`src/rtl/gcd_sequencer.sv`:
```
// Control FSM for a subtractive GCD datapath: loads A and B, then subtracts the
// smaller from the larger until equal. Optional timeout enabled by GCD_SEQ_TIMEOUT_EN.
module gcd_sequencer (
  input  logic       clk,
  input  logic       rst,
  input  logic       start,
  input  logic       gt,
  input  logic       lt,
  input  logic       eq,
  output logic       ldA,
  output logic       ldB,
  output logic       sel_in,
  output logic       sel1,
  output logic       sel2,
  output logic       busy,
  output logic       done,
  output logic [7:0] iter,
  output logic       err
);

  // state  | meaning
  // IDLE   | waiting for start, all controls low
  // LOAD_A | external data into A
  // LOAD_B | external data into B
  // CMP    | subtract smaller from larger until eq (Mealy on flags)
  // DONE   | one-cycle done pulse, GCD in A
  typedef enum logic [2:0] {IDLE, LOAD_A, LOAD_B, CMP, DONE} state_t;

  state_t     state, state_nxt;
  logic [7:0] iter_nxt;
  logic [7:0] iter_inc;
  logic       err_q, err_nxt;
  logic       timeout;

`ifdef GCD_SEQ_TIMEOUT_EN
  assign timeout = (iter == 8'hFF);
`else
  assign timeout = 1'b0;
`endif

  assign iter_inc = (iter == 8'hFF) ? iter : iter + 8'd1;
  assign err      = err_q;

  always_ff @(posedge clk) begin
    if (rst) begin
      state <= IDLE;
      iter  <= 8'd0;
      err_q <= 1'b0;
    end else begin
      state <= state_nxt;
      iter  <= iter_nxt;
      err_q <= err_nxt;
    end
  end

  always_comb begin
    state_nxt = state;
    iter_nxt  = iter;
    err_nxt   = err_q;
    ldA       = 1'b0;
    ldB       = 1'b0;
    sel_in    = 1'b0;
    sel1      = 1'b0;
    sel2      = 1'b0;
    busy      = 1'b0;
    done      = 1'b0;
    unique case (state)
      IDLE: begin
        if (start) begin
          state_nxt = LOAD_A;
          iter_nxt  = 8'd0;
          err_nxt   = 1'b0;
        end
      end
      LOAD_A: begin
        ldA       = 1'b1;
        sel_in    = 1'b1;
        busy      = 1'b1;
        state_nxt = LOAD_B;
      end
      LOAD_B: begin
        ldB       = 1'b1;
        sel_in    = 1'b1;
        busy      = 1'b1;
        state_nxt = CMP;
      end
      CMP: begin
        busy = 1'b1;
        // eq wins over gt/lt; with no flag high the FSM just waits
        if (eq) begin
          state_nxt = DONE;
        end else if (timeout) begin
          state_nxt = DONE;
          err_nxt   = 1'b1;
        end else if (gt) begin
          ldA      = 1'b1;
          sel1     = 1'b1;
          iter_nxt = iter_inc;
        end else if (lt) begin
          ldB      = 1'b1;
          sel2     = 1'b1;
          iter_nxt = iter_inc;
        end
      end
      DONE: begin
        done      = 1'b1;
        busy      = 1'b1;
        state_nxt = IDLE;
      end
      default: state_nxt = IDLE;
    endcase
  end

endmodule

```
`config.mk`:
```
export PLATFORM = sky130hd
export DESIGN_NAME = gcd_sequencer
export DESIGN_NICKNAME = d
export VERILOG_FILES = /design/src/rtl/gcd_sequencer.sv
export SDC_FILE = /design/constraint.sdc
export NUM_CORES = 1
export LEC_CHECK = 0
export ABC_AREA = 1
export ABC_CLOCK_PERIOD_IN_PS = 3350
export BUFFER_PORTS_ARGS = -buffer_cell sky130_fd_sc_hd__buf_2
export CORE_MARGIN = 2
export CORE_UTILIZATION = 52
export DETAILED_ROUTE_END_ITERATION = 12
export PLACE_DENSITY = 0.81
export SLEW_MARGIN = 40
export SYNTH_ARGS = -nofsm -noshare
export SYNTH_HDL_FRONTEND = slang
export SYNTH_SLANG_ARGS = --single-unit
```
`constraint.sdc`:
```
create_clock -name clk -period 3.35 [get_ports clk]
set_input_delay 0.335 -clock clk [delete_from_list [all_inputs] [get_ports clk]]
set_output_delay 0.335 -clock clk [all_outputs]
set_load 0.05 [all_outputs]
```
## Yosys cells after proc, flatten, opt, wreduce, memory -nomap -nowiden

Cells that the tools add are included.

- Logic and storage cells: 39
- Input port bits: 6
- Output and inout bits: 16
- Register bits after elaboration: 11

- Reduce and logical (&&, ||, !) cells: 6
- Mux-type cells: 21
- $add $sub $neg: 1
- Equality and inequality tests: 9

Operator list:

| operator | count |
|---|---|
| $mux 8 | 5 |
| $pmux 8 s2 | 1 |
| $pmux 3 s4 | 1 |
| $mux 1 | 10 |
| $add 8x1->8 const B | 1 |
| $eq 8x8->1 const B | 1 |
| $eq 3x2->1 const B | 2 |
| $mux 3 | 2 |
| $ne 2x2->1 const B | 3 |
| $pmux 1 s2 | 2 |
| $reduce_and 4->1 | 1 |
| $reduce_or 4->1 | 1 |
| $eq 3x1->1 const B | 1 |
| $eq 3x3->1 const B | 1 |
| $logic_not 3->1 | 1 |
| $ne 3x3->1 const B | 1 |
| $reduce_and 2->1 | 1 |
| $reduce_bool 2->1 | 1 |
| $reduce_or 2->1 | 1 |

## Longest topological paths before layout

Gate-level depths: netlist (run 1).

- Depth in word-level cells: 6
- Mapped depth: 9
- Gate-level depth less buffers: 9

## Least setup slack after synthesis (run 1)

Ideal clock, no wire load.

- Path kind: register to output
- Start: reg state[2]
- End: out busy
- Data required time: 3015 ps
- Setup slack: 956 ps
- Arrival: 2059 ps
- Path buffers: 0
- Stages on the path, launching flop included: 5
- Cells stage by stage: dfxtp_1 inv_2 nor3_1 nor2_1 nand2_1

- Word-level cells in the longest chain between the ends: 3
- Elaborated cells on any way between the ends: 6
- Those cells by class: 4 x eq/ne; 1 x mux; 1 x reduce/logical

RTL lines:

| item | RTL line | text |
|---|---|---|
| start, declared | 29 | `state_t state, state_nxt;` |
| start signal, assigned | 50 | `state <= state_nxt;` |
| $eq 3x2->1 (tied with other cells) | 67 | `unique case (state)` |
| $reduce_or 4->1 (no source line) (*) | n/a |  |
| $mux 1 (*) | 67 |  |
| end, declared | 15 | `output logic busy,` |

Mark *: on every way between the ends. The rest lies on a longest branch, timed or not.

## Worst setup path in the final report (run 1)

- Start: reg state[0]
- End: out ldB

- Word-level cells in the longest chain between the ends: 2
- Elaborated cells on any way between the ends: 3
- Those cells by class: 2 x eq/ne; 1 x mux

RTL lines:

| item | RTL line | text |
|---|---|---|
| $eq 3x2->1 | 67 |  |
| $pmux 1 s2 (*) | 67 |  |
| end, declared | 11 | `output logic ldB,` |

Marks and branches as above.

==> results_dict.tcl, run 1 <==
set metrics [dict create \
    synth_top_area_share 0.312 \
    cts_tree "built" \
    area_growth_pct 17.9 \
    io_buffers 20 \
    synth-seq-cells 11 \
    yosysTopAreaCell "dfxtp_1" \
    seqPwrFrac 0.393 \
    crit_path_max_incr_delay_ns 0.41 \
    cpLargestDelayFamily "simple AND/OR/NAND/NOR gates" \
    drv_slew 0 \
    firstDrtPassIters 4 \
    setup_slack_ns 1.36 \
    path_clk_slew_ns 0.07 \
    gr-usage-met3 0.0489 \
    power_switching_mw 0.160 \
    remaining_drc_errors 0 \
    fin_skew_ns 0.00130 \
    critPathMaxFanout 7 \
    cp_cell_sequence "nand3_1, nor2_1, inv_1, o21ai_0, buf_2" \
    rsz0062_at_grt "no" \
    clock-sinks 11 \
    power_leakage_nw 0.413 \
    setup.worst_path.end "ldB" \
    dr_total_vias 779 \
    cts_buffers 3 \
    yosys-top-cells-area "dfxtp_1, nand2_1, nor2_1" \
    fmax_mhz 504 \
    fill_cells 124 \
    clock-root-buffer "clkbuf_4" \
    grt_usage 0.215 \
    syn_inst 117 \
    initial_utilization 0.550 \
    synth_nets 124 \
    critPathSlowestCell "dfxtp_1" \
    rr_startpoint "state[0]" \
    clockBufferDepth 2 \
    ios 22 \
    min_path_cells 2 \
    diodes 0 \
    synth_cell_types 21 \
    die-area_sq_um 1670 \
    setup_viol 0 \
    post-cts-setup-buffer-count 0 \
    fin_crit_ns 1.99 \
    r2r_setup_slack_ns 1.70 \
    die_w_um 40.9 \
    seq_area_frac_synth 0.312 \
    peakVddDrop_mv 0.313 \
    syn_area_sq_um 707 \
    grt_pass1_wl_um 2370 \
    drt_iter0_drc 18 \
    grtUsageMet2 0.352 \
    startpoint "state[0]" \
    wire_per_inst_um 10.0 \
    cp_num_cells 5 \
    core_sq_um 1280 \
    post_drt_via_cell_ratio 5.06 \
    setup_tns_ns 0 \
    p_clk_frac 0.240 \
    grt_max_degree 12 \
    place.gp.congestion 0.837 \
    grt_use_met1 0.271 \
    drive_gt1_frac 0.201 \
    hold_buffers 0 \
    fin_crit_sh 0.593 \
    grt-busiest-layer "met2" \
    grt_pass1_vias 613 \
    critPathKind "reg -> out" \
    path_buf_inv 2 \
    die_h_um 40.9 \
    pwr-share-comb 0.368 \
    setup.worst_path.start_class "flip-flop" \
    cts_resized 0 \
    ys_warn_count 0 \
    reg2reg_to "iter[0]" \
    cp.required_ns 3.01 \
    rows 13 \
    max_slew_margin 0.665 \
    clk_latency_ns 0.27 \
    dp_hpwl_um 1230 \
    antenna_found_initial 0 \
    hp-class "in -> reg" \
    htreeDepth 1 \
    finalWirelength_um 1550 \
    crit_arrival_ns 1.65 \
    fin_area_sq_um 833 \
    internal_power_mw 0.220 \
    grt_overflow_total 0 \
    final_util 0.648 \
    cellPowerDensity_nw_per_um2 456 \
    worst_setup_path_end_kind "output pin" \
    layout.nets 147 \
    place_ws_ns 1.67 \
    swShare 0.421 \
    avgSynthCellArea_sq_um 6.04 \
    worstMarginPinSlew_ns 0.501 \
    cap_violations 0 \
    r2r_cells 5 \
    drtAntennaViolNets 0 \
    outcome "finished clean" \
    hold_viol 0 \
    post_dp_cell_area_sq_um 807 \
]
[worst reg2reg max path: cells and delay by family (launching register included)]
kind	cells	cell delay [ns]
and+or+nand+nor	4	0.85
DFF	1	0.41
AOI/OAI and AO/OA	1	0.29
[cell usage in the layout, fill, tap and decap left out, types with 3 or more instances in the layout]
master	netlist	routed
dfxtp_1	11	11
nor3_1	3	3
nand2_1	31	31
nand3_1	11	11
inv_1	15	15
buf_2	0	20
a21oi_1	6	6
clkbuf_4	0	3
nor2_1	21	21
o21ai_0	4	4
[per-layer routing]
metal  share of wire  routed length, um
met3           0.038                 58
met2            0.46                705
met1            0.50                766
met4           0.010                 16
met5               0                  0
[cell families after synthesis]
logic type / after synthesis / synth area share
AOI/OAI and AO/OA: 14 / 0.108
xor gates and xnor gates: 1 / 0.0124
adders and majority gates: 1 / 0.0177
buffers and inverters: 18 / 0.111
DFF: 11 / 0.312
other: 1 / 0.00530
and+or+nand+nor: 71 / 0.434
[Yosys cell counts, drive strengths merged]
master / instances
o21bai: 2
nand2: 31
dfxtp: 11
a31oi: 1
a21oi: 6
nor2: 24
nor3: 3
nand3b: 1
ha: 1
nand4: 1
o21ai: 5
conb: 1
buf: 2
inv: 16
xor2: 1
nand3: 11
[layout make-up]
type	instances	area [sq um]	share of cell area
inverter	16	60.1	0.0721
timing repair buffer	20	100	0.120
clock buffer	4	26.3	0.0315
tap	15	18.8	0.0225
sequential	11	220	0.264
multi-input combinational	88	408	0.489
[state kept, by name, indices dropped and copies added (netlist names)]
signal	cells
state	3
iter	8
[worst min-delay path by stage]
stage	startpoint	end	slack, ns
2_1_floorplan	rst	iter[2]	0.40
3_3_place_gp	iter[4]	iter[4]	0.51
3_5_place_dp	iter[4]	iter[4]	0.52
4_1_cts	rst	iter[4]	0.28
5_1_grt	rst	iter[4]	0.29
6_report	rst	iter[4]	0.29
[stage by stage]
step	instances	hold WS (ns)	power, mW
after global routing	154	0.286	0.403
after floorplan	117	0.404	0.268
after global placement	150	0.506	0.289
after CTS	154	0.280	0.382
after detailed placement	150	0.522	0.291
final	154	0.290	0.380
[power groups by stage]
stage / clock network [mW] / logic (mW) / registers [mW]
floorplan: 0 / 0.0966 / 0.171
global placement: 0 / 0.137 / 0.151
global route: 0.0997 / 0.152 / 0.151
finish: 0.0910 / 0.140 / 0.149
detailed placement: 0 / 0.139 / 0.152
CTS: 0.0929 / 0.140 / 0.149
(Power assumes the default switching activity.)
==> run 2, diff against run 1 <==
- ABC_CLOCK_PERIOD_IN_PS: 3350 -> 2000
- CORE_UTILIZATION: 52 -> 48
- PLACE_DENSITY: 0.81 -> 0.76
- clock period: 3.35 -> 2 ns (I/O delays scaled with it)
==> run 2 against run 1 <==
  * Hold slack got worse by 0.14 ns
  * Clock-buffer cell count stayed put
  * Via count fell by 2.6%
  * Cell count unchanged
  * First-iteration DRC count fell by 33%
  * Critical path depth is the same
  * Design area rose by 1.2%
  * Register-to-register slack lost 1.3 ns
  * Die area rose by 7.5%
  * Sequential share of layout area shrank 0.31 points
  * Largest power group unchanged
==> results_dict.tcl, run 2 (synthesis gave the netlist of run 1 again) <==
set metrics [dict create \
    critPathSlowestCell "dfxtp_1" \
    top_register "iter" \
    grt_pass1_vias 652 \
    fmax_mhz 561 \
    cellPowerDensity_nw_per_um2 753 \
    setup_viol 0 \
    setup.worst_path.start_class "flip-flop" \
    dr_total_vias 759 \
    place_ws_ns 0.411 \
    largest_register_ffs 8 \
    critPathMaxFanout 7 \
    cp.required_ns 1.80 \
    pwr-share-comb 0.367 \
    path_clk_slew_ns 0.07 \
    post_dp_cell_area_sq_um 812 \
    finalWirelength_um 1560 \
    post_drt_via_cell_ratio 4.93 \
    peakVddDrop_mv 0.407 \
    worst_setup_path_end_kind "output pin" \
    grt_overflow_total 0 \
    cts_tree "built" \
    hold_viol 0 \
    hp-class "in -> reg" \
    dp_hpwl_um 1190 \
    fill_cells 139 \
    post-cts-setup-buffer-count 0 \
    clk_latency_ns 0.26 \
    largest_registers "iter x8, state x3" \
    crit_arrival_ns 1.58 \
    outcome "finished clean" \
    grt_pass1_wl_um 2590 \
    remaining_drc_errors 0 \
    die_w_um 42.4 \
    core_sq_um 1330 \
    cts_buffers 3 \
    drtAntennaViolNets 0 \
    fin_crit_sh 0.891 \
    ios 22 \
    rsz0062_at_grt "no" \
    clockBufferDepth 2 \
    cpLargestDelayFamily "flip-flops" \
    fin_skew_ns 0.00307 \
    grt_max_degree 12 \
    setup_tns_ns 0 \
    final_cell_mix "nand2_1, nor2_1, buf_2" \
    clock-sinks 11 \
    rows 13 \
    crit_path_max_incr_delay_ns 0.43 \
    place.gp.congestion 0.857 \
    setup_slack_ns 0.217 \
    whs_ns 0.152 \
    clock-root-buffer "clkbuf_4" \
    critPathKind "reg -> out" \
    io_buffers 20 \
    layout.nets 147 \
    final_common_cell "nand2_1" \
    initial_utilization 0.530 \
    area_growth_pct 19.3 \
    path_buf_inv 2 \
    drt_iter0_drc 12 \
    grt_usage 0.184 \
    antenna_found_initial 0 \
    seqPwrFrac 0.396 \
    die_h_um 42.4 \
    cap_violations 0 \
    wire_per_inst_um 10.1 \
    p_clk_frac 0.237 \
    diodes 0 \
    power_switching_mw 0.267 \
    internal_power_mw 0.368 \
    swShare 0.421 \
    drv_slew 0 \
    fin_crit_ns 1.78 \
    power_leakage_nw 0.416 \
    drive_gt1_frac 0.216 \
    htreeDepth 1 \
    firstDrtPassIters 4 \
    die-area_sq_um 1800 \
    fin_area_sq_um 843 \
    cp_cell_sequence "nand3_2, nor2_1, inv_1, o21ai_0, buf_2" \
]
-- run 2: cell counts in the layout (fill, tap and decap cells not counted) --
Identical to the previous run, type by type.
-- run 2: layout make-up --
class                      count  area (sq um)  share of cell area
sequential                    11           220               0.261
clock buffer                   4          26.3              0.0312
tap                           15          18.8              0.0223
inverter                      16          60.1              0.0712
multi-input combinational     88           418               0.496
timing repair buffer          20           100               0.119
-- run 2: timing repair --
item | in CTS | in global routing
setup endpoints to repair | 0 | 2
hold buffers | 0 | 0
gates resized for setup | 0 | 1
hold endpoints to repair | 0 | 0
-- run 2: final timing paths --
kind / start / slack [ns] / end / cells past startpoint
max: state[0] / 0.22 / ldA / 5
min reg2reg: iter[6] / 0.53 / iter[6] / 2
min: rst / 0.15 / iter[2] / 2
max reg2reg: iter[0] / 0.40 / iter[1] / 7
-- run 2: per-layer routing --
metal | up-vias | GRT usage | wire length, um
met3 | 2 | 0.0388 | 93
met1 | 323 | 0.244 | 751
met2 | 24 | 0.289 | 699
met4 | 0 | 0.0750 | 16
li1 | 410 | - | -
met5 | - | 0 | 0
-- run 2: power groups by stage --
stage	registers (mW)	clock network, mW	logic, mW
2_1_floorplan	0.288	0	0.162
3_3_place_gp	0.254	0	0.230
3_5_place_dp	0.256	0	0.232
4_1_cts	0.250	0.155	0.233
5_1_grt	0.254	0.170	0.256
6_report	0.251	0.151	0.233
-- run 2: per-stage QoR --
step	total power [mW]	utilization	cells
final	0.635	0.632	154
after global routing	0.679	0.632	154
after CTS	0.638	0.629	154
after detailed placement	0.487	0.609	150
after global placement	0.484	0.609	150
after floorplan	0.450	-	117
-- run 2: worst register-to-register path, cell delays in order, from the launching register on --
cell     delay [ns]
dfxtp_1        0.34
ha_1           0.21
nand2_1        0.10
nor2_1         0.06
nand3_1        0.08
nand4_1        0.38
a21oi_1        0.26
nor2_1         0.06
